## src/rtl/hazard_pkg.sv

```systemverilog
// Shared instruction-format, hazard-code and FSM definitions for the hazard scanner.
// The optional load-use code is enabled by defining HAZARD_LOADUSE_EN.
package hazard_pkg;

  // Instruction field positions: [7:6] opcode, [5:4] rd, [3:2] rs1, [1:0] rs2
  localparam int OP_LSB  = 6;
  localparam int RD_LSB  = 4;
  localparam int RS1_LSB = 2;
  localparam int RS2_LSB = 0;

  typedef enum logic [1:0] {
    OP_ALU   = 2'b00,
    OP_LOAD  = 2'b01,
    OP_STORE = 2'b10,
    OP_NOP   = 2'b11
  } opcode_e;

  typedef enum logic [1:0] {
    HZ_NONE    = 2'b00,
    HZ_RAW1    = 2'b01,
    HZ_RAW2    = 2'b10,
    HZ_LOADUSE = 2'b11
  } hcode_e;

  typedef enum logic [1:0] {
    IDLE = 2'b00,
    RD   = 2'b01,
    EV   = 2'b10,
    DONE = 2'b11
  } state_e;

  typedef struct packed {
    opcode_e    op;
    logic [1:0] rd;
    logic [1:0] rs1;
    logic [1:0] rs2;
  } instr_t;

  // One producer-history slot: does the instruction write a real register, and which one
  typedef struct packed {
    logic       valid;
    logic       is_load;
    logic [1:0] rd;
  } hist_t;

  localparam hist_t HIST_NONE = '0;

  function automatic instr_t decode(input logic [7:0] raw);
    instr_t i;
    i.op  = opcode_e'(raw[OP_LSB +: 2]);
    i.rd  = raw[RD_LSB +: 2];
    i.rs1 = raw[RS1_LSB +: 2];
    i.rs2 = raw[RS2_LSB +: 2];
    return i;
  endfunction

  // r0 is hardwired, so writing it never produces a dependency
  function automatic hist_t make_hist(input opcode_e op, input logic [1:0] rd);
    hist_t h;
    h.valid   = (op == OP_ALU || op == OP_LOAD) && (rd != 2'd0);
    h.is_load = (op == OP_LOAD);
    h.rd      = rd;
    return h;
  endfunction

endpackage

```

## src/rtl/hazard_cmp.sv

```systemverilog
// Combinational classifier: compares one instruction's source registers against
// the two most recent producers. Load-use code only when HAZARD_LOADUSE_EN is defined.
module hazard_cmp
  import hazard_pkg::*;
(
  input  logic [7:0] instr,
  input  hist_t      h1,
  input  hist_t      h2,
  output hcode_e     code
);

  instr_t ins;
  logic   use_rs1;
  logic   use_rs2;
  logic   use_rd;
  logic   hit1;
  logic   hit2;
  logic   unused_hist;

  assign ins = decode(instr);

  // NOTE: every output of a combinational block gets a default first so no path leaves it unassigned (no latch).
  always_comb begin
    use_rs1 = 1'b0;
    use_rs2 = 1'b0;
    use_rd  = 1'b0;
    unique case (ins.op)
      OP_ALU: begin
        use_rs1 = 1'b1;
        use_rs2 = 1'b1;
      end
      OP_LOAD: use_rs1 = 1'b1;
      OP_STORE: begin
        use_rd  = 1'b1;
        use_rs1 = 1'b1;
      end
      default: ;
    endcase
  end

  assign hit1 = h1.valid && ((use_rs1 && ins.rs1 == h1.rd) ||
                             (use_rs2 && ins.rs2 == h1.rd) ||
                             (use_rd  && ins.rd  == h1.rd));
  assign hit2 = h2.valid && ((use_rs1 && ins.rs1 == h2.rd) ||
                             (use_rs2 && ins.rs2 == h2.rd) ||
                             (use_rd  && ins.rd  == h2.rd));

  // Distance-1 dependency dominates; distance 2 is reported only when distance 1 is clean
  always_comb begin
    code = HZ_NONE;
    if (hit1) begin
`ifdef HAZARD_LOADUSE_EN
      code = h1.is_load ? HZ_LOADUSE : HZ_RAW1;
`else
      code = HZ_RAW1;
`endif
    end else if (hit2) begin
      code = HZ_RAW2;
    end
  end

`ifdef HAZARD_LOADUSE_EN
  assign unused_hist = h2.is_load;
`else
  assign unused_hist = h1.is_load ^ h2.is_load;
`endif

endmodule

```

## src/rtl/hazard_scanner.sv

```systemverilog
// Walks the instruction memory entry by entry, classifies each instruction's hazard
// and writes the code to the hazard memory. Load-use code gated by HAZARD_LOADUSE_EN.
module hazard_scanner
  import hazard_pkg::*;
#(
  parameter int DEPTH = 16,
  parameter int AW    = 4
) (
  input  logic          clk,
  input  logic          rst_n,
  input  logic          start,
  output logic          busy,
  output logic          done,
  output logic          im_rd_en,
  output logic [AW-1:0] im_addr,
  input  logic [7:0]    im_rdata,
  output logic          hm_we,
  output logic [AW-1:0] hm_addr,
  output logic [1:0]    hm_wdata,
  output logic [AW:0]   hazard_cnt
);

  localparam logic [AW-1:0] LAST_IDX = AW'(DEPTH - 1);

  state_e        state;
  logic [AW-1:0] idx;
  hist_t         h1;
  hist_t         h2;
  hist_t         h_new;
  hcode_e        code;

  hazard_cmp u_cmp (
    .instr (im_rdata),
    .h1    (h1),
    .h2    (h2),
    .code  (code)
  );

  assign h_new = make_hist(opcode_e'(im_rdata[OP_LSB +: 2]), im_rdata[RD_LSB +: 2]);

  // Read data only arrives in EV, so the code is driven combinationally and gated by the strobe
  assign hm_wdata = hm_we ? code : HZ_NONE;

  // NOTE: sequential state uses non-blocking assignments so every register samples pre-edge values.
  always_ff @(posedge clk or negedge rst_n) begin
    if (!rst_n) begin
      state      <= IDLE;
      idx        <= '0;
      h1         <= HIST_NONE;
      h2         <= HIST_NONE;
      busy       <= 1'b0;
      done       <= 1'b0;
      im_rd_en   <= 1'b0;
      im_addr    <= '0;
      hm_we      <= 1'b0;
      hm_addr    <= '0;
      hazard_cnt <= '0;
    end else begin
      case (state)
        IDLE: begin
          if (start) begin
            state      <= RD;
            idx        <= '0;
            h1         <= HIST_NONE;
            h2         <= HIST_NONE;
            hazard_cnt <= '0;
            busy       <= 1'b1;
            im_rd_en   <= 1'b1;
            im_addr    <= '0;
          end
        end

        RD: begin
          state    <= EV;
          im_rd_en <= 1'b0;
          im_addr  <= '0;
          hm_we    <= 1'b1;
          hm_addr  <= idx;
        end

        EV: begin
          hm_we   <= 1'b0;
          hm_addr <= '0;
          h2      <= h1;
          h1      <= h_new;
          if (code != HZ_NONE) hazard_cnt <= hazard_cnt + (AW+1)'(1);
          if (idx == LAST_IDX) begin
            state <= DONE;
            idx   <= '0;
            busy  <= 1'b0;
            done  <= 1'b1;
          end else begin
            state    <= RD;
            idx      <= idx + AW'(1);
            im_rd_en <= 1'b1;
            im_addr  <= idx + AW'(1);
          end
        end

        DONE: begin
          state <= IDLE;
          done  <= 1'b0;
        end

        default: state <= IDLE;
      endcase
    end
  end

endmodule

```

## config.mk

```make
export PLATFORM = sky130hd
export DESIGN_NAME = hazard_scanner
export DESIGN_NICKNAME = d
export VERILOG_FILES = /design/src/rtl/hazard_pkg.sv /design/src/rtl/hazard_cmp.sv /design/src/rtl/hazard_scanner.sv
export SDC_FILE = /design/constraint.sdc
export NUM_CORES = 1
export LEC_CHECK = 0
export BUFFER_PORTS_ARGS = -buffer_cell sky130_fd_sc_hd__buf_2
export CORE_UTILIZATION = 50
export DETAILED_ROUTE_END_ITERATION = 10
export GPL_TIMING_DRIVEN = 0
export PLACE_DENSITY_LB_ADDON = 0.08
export SETUP_SLACK_MARGIN = 0.05
export SYNTH_ARGS = -nofsm -noshare
export SYNTH_HDL_FRONTEND = slang
export SYNTH_HIERARCHICAL = 1
export SYNTH_SLANG_ARGS = --single-unit
```

## constraint.sdc

```tcl
create_clock -name clk -period 2.6 [get_ports clk]
set_input_delay 0.13 -clock clk [delete_from_list [all_inputs] [get_ports clk]]
set_output_delay 0.13 -clock clk [all_outputs]
set_load 0.005 [all_outputs]
```

==> flow_summary.toml <==
[outcome]
status = "finished clean"

[final_layout]
drive_gt1_frac = 0.261
design_area_um2 = 1910
num_antenna_cells = 0
area_growth_pct = 16.8
fin_nets = 220
n_fill_cell = 281

[clock_network]
cts.sinks = 29
cts_setup_buffers = 0
cts_max_level = 2
cts_tree = "done"
cts_root_buffer = "clkbuf_4"
clkSlewWorstSetupHoldPaths_ns = 0.09
clk_path_buf_depth = 2
clkLatencyLatePin_ns = 0.33
cts-buffers-inserted = 5

[placed_design]
placedInstanceArea_um2 = 1840
place_hpwl_um = 2380
port-buffer-count = 29
place.gp.congestion = 0.821

[floorplanning]
num_io_pins = 30
start_util = 0.533
rows = 20
core_area_um2 = 3080
die_y_um = 59.3
die_area_um2 = 3510
die_x_um = 59.3

[flow_run]
maxCapViolCount = 0

[setup_path]
cpPeakStageDelay_ns = 0.48
worst_setup_path_start_kind = "flop"
worst-path-buf-inv = 0
cp.required_ns = 2.87
timing.rr.end = "hazard_cnt[2]"
path_class = "flop to flop"
reg2reg_from = "h1[0]"
cp_max_fo = 5
endpoint_kind = "flop"
path_delay_family = "simple AND/OR/NAND/NOR gates"
slowest_stage = "or4_1"
cp.arrival_ns = 2.53
rr_worst_depth = 8
r2r_slack_ns = 0.35
crit_chain = "xor2_1 > or4_1 > o211ai_2 > and3b_1 > nor2_1 > a21oi_2 > a21oi_1 > a31o_1"

[timing]
fmax_ghz = 0.444
skew_ns = 0.00690
fin_tns_setup_ns = 0
fin_crit_ns = 2.25
relSlewSlack = 0.582
worst_slew_pin_slew_ns = 0.626
setup_viol = 0
fin_crit_sh = 0.866
hold_violations = 0
rsz0062_at_grt = "false"
final_max_slew_viol_count = 0

[global_routing]
grt_usage = 0.213
overflow = 0
grt_pass1_wl_um = 5420
grt_pass1_vias = 1170
grt_max_degree = 30
antenna_found_initial = 0

[drt]
drt_pre_antenna_iters = 4
detail-route-antenna-nets = 0
num_vias = 1304
drc_errors = 0
drtIter0Drc = 62
vias_per_cell = 5.28
routedWlPerCell_um = 13.2
drt-total-wl_um = 3250

[yosys]
syn-cell-area_um2 = 1640
syn_nets = 183
syn_inst = 165
ys_warn_count = 6
syn_avg_cell_area_um2 = 9.93

[hold_path]
hold_path_class = "primary input to flop"
holdPathStages = 2
hp-start = "im_rdata[7]"
worstHoldEndpoint = "h1[3]"

[power]
ir_drop_uv = 713
leakage_nw = 0.922
power_density_nw_per_um2 = 1010
## worst max path at each step
stage                     slack (ns)  start  cells after the start            end
after floorplan                 0.55  h1[0]                      7  hazard_cnt[2]
after global placement          0.39  h1[0]                      7  hazard_cnt[2]
after detailed placement        0.38  h1[0]                      7  hazard_cnt[2]
after CTS                       0.35  h1[0]                      7  hazard_cnt[2]
after global routing            0.21  h1[0]                      8  hazard_cnt[2]
final                           0.35  h1[0]                      8  hazard_cnt[2]
## final cells by class
| class | count | area, um2 | share of cell area |
|---|---|---|---|
| buffer | 9 | 61.3 | 0.0320 |
| clock buffer | 6 | 51.3 | 0.0268 |
| clock inverter | 2 | 13.8 | 0.00719 |
| inverter | 17 | 63.8 | 0.0333 |
| multi-input combinational | 110 | 788 | 0.412 |
| sequential | 29 | 726 | 0.379 |
| tap | 44 | 55.1 | 0.0288 |
| timing repair buffer | 30 | 155 | 0.0810 |
## layout by cell type, fill, tap and decap left out, drive strengths merged, types with 8 or more instances in the layout
| cell | instances |
|---|---|
| a22o | 8 |
| buf | 37 |
| dfrtp | 29 |
| inv | 17 |
| nand2 | 9 |
| nand3 | 10 |
| o21ai | 19 |
## power by group
group / leakage [nW] / internal (mW) / switching, mW
combinational: 0.506 / 0.407 / 0.509
sequential: 0.378 / 0.587 / 0.135
clock: 0.0382 / 0.132 / 0.168
## through the flow
stage	setup WS (ns)	total power [mW]	hold slack (ns)	std cells	util
final	0.349	1.94	0.0811	247	0.622
after global routing	0.213	2.10	0.0784	247	0.622
after detailed placement	0.382	1.64	0.190	238	0.598
after floorplan	0.553	1.38	-0.166	165	-
after global placement	0.386	1.61	0.182	238	0.598
after CTS	0.352	1.95	0.0732	247	0.622
## registers in the layout, indices dropped and copies added (netlist names)
signal	count
im_addr	4
hazard_cnt	5
hm_we	1
done	1
state	2
h1	3
idx	4
hm_addr	4
im_rd_en	1
h2	3
busy	1
## per-layer routing
| layer | track usage | wire length, um |
|---|---|---|
| met5 | 0 | 0 |
| met3 | 0.0655 | 141 |
| met2 | 0.315 | 1410 |
| met1 | 0.289 | 1650 |
| met4 | 0.0884 | 53 |
## repair_timing
action | 4_1_cts | 5_1_grt
hold buffers | 1 | 0
resized for setup | 0 | 0
hold endpoints to repair | 29 | 0
Note: power is estimated with default switching activity, not from simulation.
